--- config.mk ---
export PLATFORM = sky130hd
export DESIGN_NAME = posit_normalise_pipe
export DESIGN_NICKNAME = d
export VERILOG_FILES = /design/src/rtl/posit_normalise_pipe.sv
export SDC_FILE = /design/constraint.sdc
export NUM_CORES = 1
export LEC_CHECK = 0
export ABC_CLOCK_PERIOD_IN_PS = 7150
export CAP_MARGIN = 5
export CORE_MARGIN = 3
export CORE_UTILIZATION = 40
export DETAILED_ROUTE_END_ITERATION = 8
export PLACE_DENSITY = 0.72
export SYNTH_ARGS = -nofsm -noshare
export SYNTH_HDL_FRONTEND = slang
export SYNTH_SLANG_ARGS = --single-unit
--- constraint.sdc ---
create_clock -name clk -period 7.15 [get_ports clk]
set_input_delay 1.43 -clock clk [delete_from_list [all_inputs] [get_ports clk]]
set_output_delay 1.43 -clock clk [all_outputs]
set_load 0.02 [all_outputs]
--- src/rtl/posit_normalise_pipe.sv ---
// posit_normalise_pipe: two-stage normaliser between the posit adder core and
// the posit encoder. Stage 1 counts leading zeros and folds regime/exponent
// into one signed scale; stage 2 shifts the fraction up to the leading one and
// splits the corrected scale back into regime and exponent.
// Optional feature: define NORMALISE_SAT_EN to clamp the regime to the legal
// posit range [-(NBITS-1), NBITS-2] and raise sat; otherwise the regime wraps.
module posit_normalise_pipe #(
    parameter int WIDTH = 8,
    parameter int ES    = 1,
    parameter int NBITS = 8
) (
    input  logic                clk,
    input  logic                rst_n,
    input  logic                in_valid,
    output logic                in_ready,
    input  logic [WIDTH-1:0]    mantissa_sum,
    input  logic signed [7:0]   in_regime,
    input  logic [ES-1:0]       in_exponent,
    output logic                out_valid,
    input  logic                out_ready,
    output logic [WIDTH-2:0]    mantissa,
    output logic signed [7:0]   regime,
    output logic [ES-1:0]       exponent,
    output logic                zero,
    output logic                sat
);

    localparam int LZW = $clog2(WIDTH + 1);
    localparam int SW  = 8 + ES + 2;

`ifdef NORMALISE_SAT_EN
    localparam logic signed [SW-1:0] RMAX_S = SW'(NBITS - 2);
    localparam logic signed [SW-1:0] RMIN_S = SW'(1 - NBITS);
`endif

    // Stage 1 registers
    logic                 s1_v_q,     s1_v_d;
    logic [LZW-1:0]       s1_lz_q,    s1_lz_d;
    logic [WIDTH-1:0]     s1_mant_q,  s1_mant_d;
    logic signed [SW-1:0] s1_scale_q, s1_scale_d;

    // Stage 2 (output) registers
    logic                 s2_v_q,     s2_v_d;
    logic [WIDTH-2:0]     mantissa_q, mantissa_d;
    logic signed [7:0]    regime_q,   regime_d;
    logic [ES-1:0]        exponent_q, exponent_d;
    logic                 zero_q,     zero_d;
`ifdef NORMALISE_SAT_EN
    logic                 sat_q,      sat_d;
`endif

    logic                 s1_load;
    logic                 s2_load;
    logic signed [SW-1:0] s_prime;

    // Stage 2 can take a beat when it is empty or its beat leaves this cycle;
    // stage 1 can take one when it is empty or stage 2 drains it.
    assign s2_load  = !s2_v_q || out_ready;
    assign s1_load  = !s1_v_q || s2_load;
    assign in_ready = s1_load;

    // Stage 1: leading-zero count and combined scale; data only captured on a real beat
    always_comb begin
        s1_v_d     = s1_v_q;
        s1_lz_d    = s1_lz_q;
        s1_mant_d  = s1_mant_q;
        s1_scale_d = s1_scale_q;
        if (s1_load) begin
            s1_v_d = in_valid;
            if (in_valid) begin
                s1_lz_d = LZW'(WIDTH);
                for (int i = 0; i < WIDTH; i++) begin
                    if (mantissa_sum[i]) begin
                        s1_lz_d = LZW'(WIDTH - 1 - i);
                    end
                end
                s1_mant_d  = mantissa_sum;
                s1_scale_d = (SW'(in_regime) <<< ES) + SW'(in_exponent);
            end
        end
    end

    // Corrected scale: a carry (lz=0) adds one, cancellation subtracts lz-1
    assign s_prime = s1_scale_q + SW'(1) - SW'(s1_lz_q);

    // Stage 2: renormalise the fraction, split the scale, apply zero and clamp rules
    always_comb begin
        s2_v_d     = s2_v_q;
        mantissa_d = mantissa_q;
        regime_d   = regime_q;
        exponent_d = exponent_q;
        zero_d     = zero_q;
`ifdef NORMALISE_SAT_EN
        sat_d      = sat_q;
`endif
        if (s2_load) begin
            s2_v_d = s1_v_q;
            if (s1_v_q) begin
                // Shifting by lz and dropping the top bit equals shifting by
                // lz+1 and keeping the upper WIDTH-1 bits: the hidden one goes.
                mantissa_d = (WIDTH-1)'(s1_mant_q << s1_lz_q);
                regime_d   = 8'(s_prime >>> ES);
                exponent_d = s_prime[ES-1:0];
                zero_d     = 1'b0;
`ifdef NORMALISE_SAT_EN
                sat_d      = 1'b0;
                if ((s_prime >>> ES) > RMAX_S) begin
                    regime_d   = 8'(RMAX_S);
                    exponent_d = '1;
                    mantissa_d = '0;
                    sat_d      = 1'b1;
                end else if ((s_prime >>> ES) < RMIN_S) begin
                    regime_d   = 8'(RMIN_S);
                    exponent_d = '0;
                    mantissa_d = '0;
                    sat_d      = 1'b1;
                end
`endif
                if (s1_lz_q == LZW'(WIDTH)) begin
                    mantissa_d = '0;
                    regime_d   = 8'h80;
                    exponent_d = '0;
                    zero_d     = 1'b1;
`ifdef NORMALISE_SAT_EN
                    sat_d      = 1'b0;
`endif
                end
            end
        end
    end

    // Pipeline registers; reset discards any in-flight beats
    always_ff @(posedge clk or negedge rst_n) begin
        if (!rst_n) begin
            s1_v_q     <= 1'b0;
            s1_lz_q    <= '0;
            s1_mant_q  <= '0;
            s1_scale_q <= '0;
            s2_v_q     <= 1'b0;
            mantissa_q <= '0;
            regime_q   <= '0;
            exponent_q <= '0;
            zero_q     <= 1'b0;
`ifdef NORMALISE_SAT_EN
            sat_q      <= 1'b0;
`endif
        end else begin
            s1_v_q     <= s1_v_d;
            s1_lz_q    <= s1_lz_d;
            s1_mant_q  <= s1_mant_d;
            s1_scale_q <= s1_scale_d;
            s2_v_q     <= s2_v_d;
            mantissa_q <= mantissa_d;
            regime_q   <= regime_d;
            exponent_q <= exponent_d;
            zero_q     <= zero_d;
`ifdef NORMALISE_SAT_EN
            sat_q      <= sat_d;
`endif
        end
    end

    assign out_valid = s2_v_q;
    assign mantissa  = mantissa_q;
    assign regime    = regime_q;
    assign exponent  = exponent_q;
    assign zero      = zero_q;
`ifdef NORMALISE_SAT_EN
    assign sat       = sat_q;
`else
    assign sat       = 1'b0;
`endif

endmodule
==> reports/qor.yml <==
clockPowerShare_pct: 20.8
timing.critical_path.to_type: "output port"
detail_route.first_pass.iterations: 4
power_density_nw_per_um2: 293
final_hold_viol_count: 0
antennaDiodeCount: 0
finClkSkew_ns: 0.00413
floorplan.initialDensity_pct: 42.5
num-nets-final: 259
dieArea_um2: 6050
synth_largest_type_area_fraction_pct: 47.3
worstSetupPathType: "primary input to output port"
detail_route.wl_per_cell_um: 12.9
avgSynthCellArea_um2: 11.0
fin_area_um2: 2580
post-route-drc-count: 0
cts.reportedPaths.clkPinSlew_ns: 0.07
num_vias: 1458
antenna_violations_before_repair: 0
setup.worst_path.start_class: "primary input"
outcome: "finished clean"
gate_power_share_pct: 38.8
synth.cells.most_frequent: "dfrtp_1, nand2_1, inv_1"
net-switching-power_uw: 250
crit_arrival_ns: 2.67
static_leakage_power_nw: 1.11
power.switching_fraction_pct: 33.0
drv_slew: 0
place_inst: 286
worstSkewPairLatency_ns: 0.28
fmax_mhz: 244
routabilityCongestion: 0.803
multi_input_area_um2: 978
cts_setup_buffers: 0
fin_ws_ns: 3.05
synth_sequential_area_ratio_pct: 47.3
root_buffer: "clkbuf_8"
final-setup-viol-count: 0
placement_rows: 25
asyncSetResetFlopFracSynth_pct: 100
fin_total_pwr_uw: 755
detailed_place_hpwl_um: 2870
hold_depth: 2
grt_start_max_net_pins: 40
most_common_cell_in_the_netlist: "dfrtp_1"
post-synth-top-area-cell: "dfrtp_1"
critPathMaxStageDelay_ns: 0.62
mappedNetlistNets: 220
syn_area_um2: 2060
detail_route.iter0.violations: 82
slew_headroom_pct: 43.2
seqCellArea_um2: 976
p_int_uw: 506
floorplan.die.height_um: 77.8
cts.htree.levels: 2
grt_overflow: 0
timing.critical_path.mode_cell: "clkdlybuf4s50_1"
crit_cells: 3
cpMaxStageDelayCell: "clkdlybuf4s50_1"
floorplan.core_area_um2: 4850
syn_to_final_growth_pct: 24.9
number_of_enable_type_register_cells_in_the_synthesized_netlist: 0
cts_max_path_buffers: 2
port-buffer-count: 39
finish.cell_count_without_fillers: 294
synth_cell_types: 38
grt.total_usage_pct: 13.9
x_dimension_of_the_die_um: 77.8
totalNegativeSetupSlack_ns: 0
rsz0062_at_grt: "false"
placed_cell_area_um2: 2480
finalCriticalPeriod_ns: 4.10
min_path_type: "flip-flop to flip-flop"
reg2reg_depth: 9
dpl_worst_slack_ns: 3.05
synth_seq_cells: 39
fin_crit_sh_pct: 57.4
avgViaCountPerCell: 4.96
peakVddDrop_mv: 0.123
hold_buf_cts: 0
first_global_vias: 1439
critical_path.max_fanout: 3
ys_top_cells_by_area: "dfrtp_1, ha_1, a22o_1"
syn-instance-count: 187
power_share_of_the_sequential_group_pct: 40.3
cts_tree: "built"
maxCapViolations: 0
dominantRegCellSynth: "dfrtp_1"
timing.critical_path.cells: "clkdlybuf4s50_1 -> nand3b_1 -> clkdlybuf4s50_1"
route.antenna.remaining_nets: 0
layout.filler_cells: 446
cells_resized_by_post_cts_repair: 0
numClockSinks: 39
required_time_of_the_critical_path_ns: 5.72
critical_path.n_buffers_inverters: 2
io_pins: 41
post_route_cells_drive_above_1_share_pct: 9.69
wirelength_um: 3790
cell_family_with_most_cp_delay: "buffers and inverters"
yosysWarningCount: 0
cts_made_buffers: 5
grt_pass1_wl_um: 6660
tightestPinTransition_ns: 0.852
-- final cells by class --
| cell class | count | share of cell area, % |
|---|---|---|
| Inverter | 14 | 2.04 |
| Tap cell | 67 | 3.25 |
| Timing Repair Buffer | 39 | 15.0 |
| Sequential cell | 39 | 37.9 |
| Clock buffer | 8 | 3.89 |
| Multi-Input combinational cell | 127 | 38.0 |
-- cells in the final DEF (no fill, tap or decap), drive strengths merged, types with 6 or more instances in the layout --
cell type | synthesis | layout
nand2 | 20 | 20
o21ai | 15 | 15
clkbuf | 1 | 8
clkdlybuf4s50 | 0 | 38
dfrtp | 39 | 39
mux2 | 16 | 16
ha | 11 | 11
inv | 14 | 14
nor2 | 6 | 6
a22o | 12 | 12
a21oi | 10 | 10
-- tightest hold or removal path, stage by stage, from the launching register on --
cell     delay, ns
dfrtp_1       0.34
nand2_1       0.05
o21ai_0       0.06
-- flip-flops by register name (all words and copies together) (netlist names) --
name,flops
zero,1
mantissa,7
regime,8
s1_mant_q,7
s1_lz_q,4
s1_scale_q,9
s1_v_q,1
out_valid,1
exponent,1
-- power by group through the flow --
stage                     logic, mW  registers, mW  clock network [mW]
final                         0.293          0.305               0.157
after global routing          0.321          0.313               0.172
after CTS                     0.296          0.305               0.163
after detailed placement      0.295          0.309                   0
after global placement        0.291          0.308                   0
after floorplan               0.147          0.342                   0
-- through the flow --
step                hold slack (ns)  utilization, %
detailed placement            0.469            51.1
finish                        0.482            53.1
global route                  0.523            53.1
global placement              0.465            51.1
CTS                           0.486            53.1
floorplan                     0.449               -
-- cell families after synthesis --
group / after synthesis / synth area share, %
adders and majority gates: 12 / 7.65
AOI/OAI and AO/OA: 49 / 17.5
xor gates and xnor gates: 6 / 2.55
muxes: 20 / 10.9
DFF: 39 / 47.3
buffers and inverters: 21 / 5.22
and+or+nand+nor: 39 / 8.74
other: 1 / 0.182
-- metal layers --
layer / global-route usage [%] / wire, µm / vias to the layer above
li1: - / - / 737
met1: 18.7 / 1860 / 678
met2: 21.1 / 1660 / 39
met3: 3.36 / 205 / 4
met4: 5.87 / 59 / 0
met5: 0 / 0 / -
-- path summary, 6_finish.rpt --
kind	from	to	slack, ns
setup / recovery	out_ready	in_ready	3.05
hold / removal	s1_mant_q[5]	s1_mant_q[5]	0.48
setup reg to reg	s1_lz_q[1]	regime[6]	4.66
hold reg to reg	s1_mant_q[5]	s1_mant_q[5]	0.48
max in group asynchronous	rst_n	mantissa[0]	5.37
min in group asynchronous	rst_n	s1_scale_q[6]	1.25
Power figures use the tool's default switching activity.
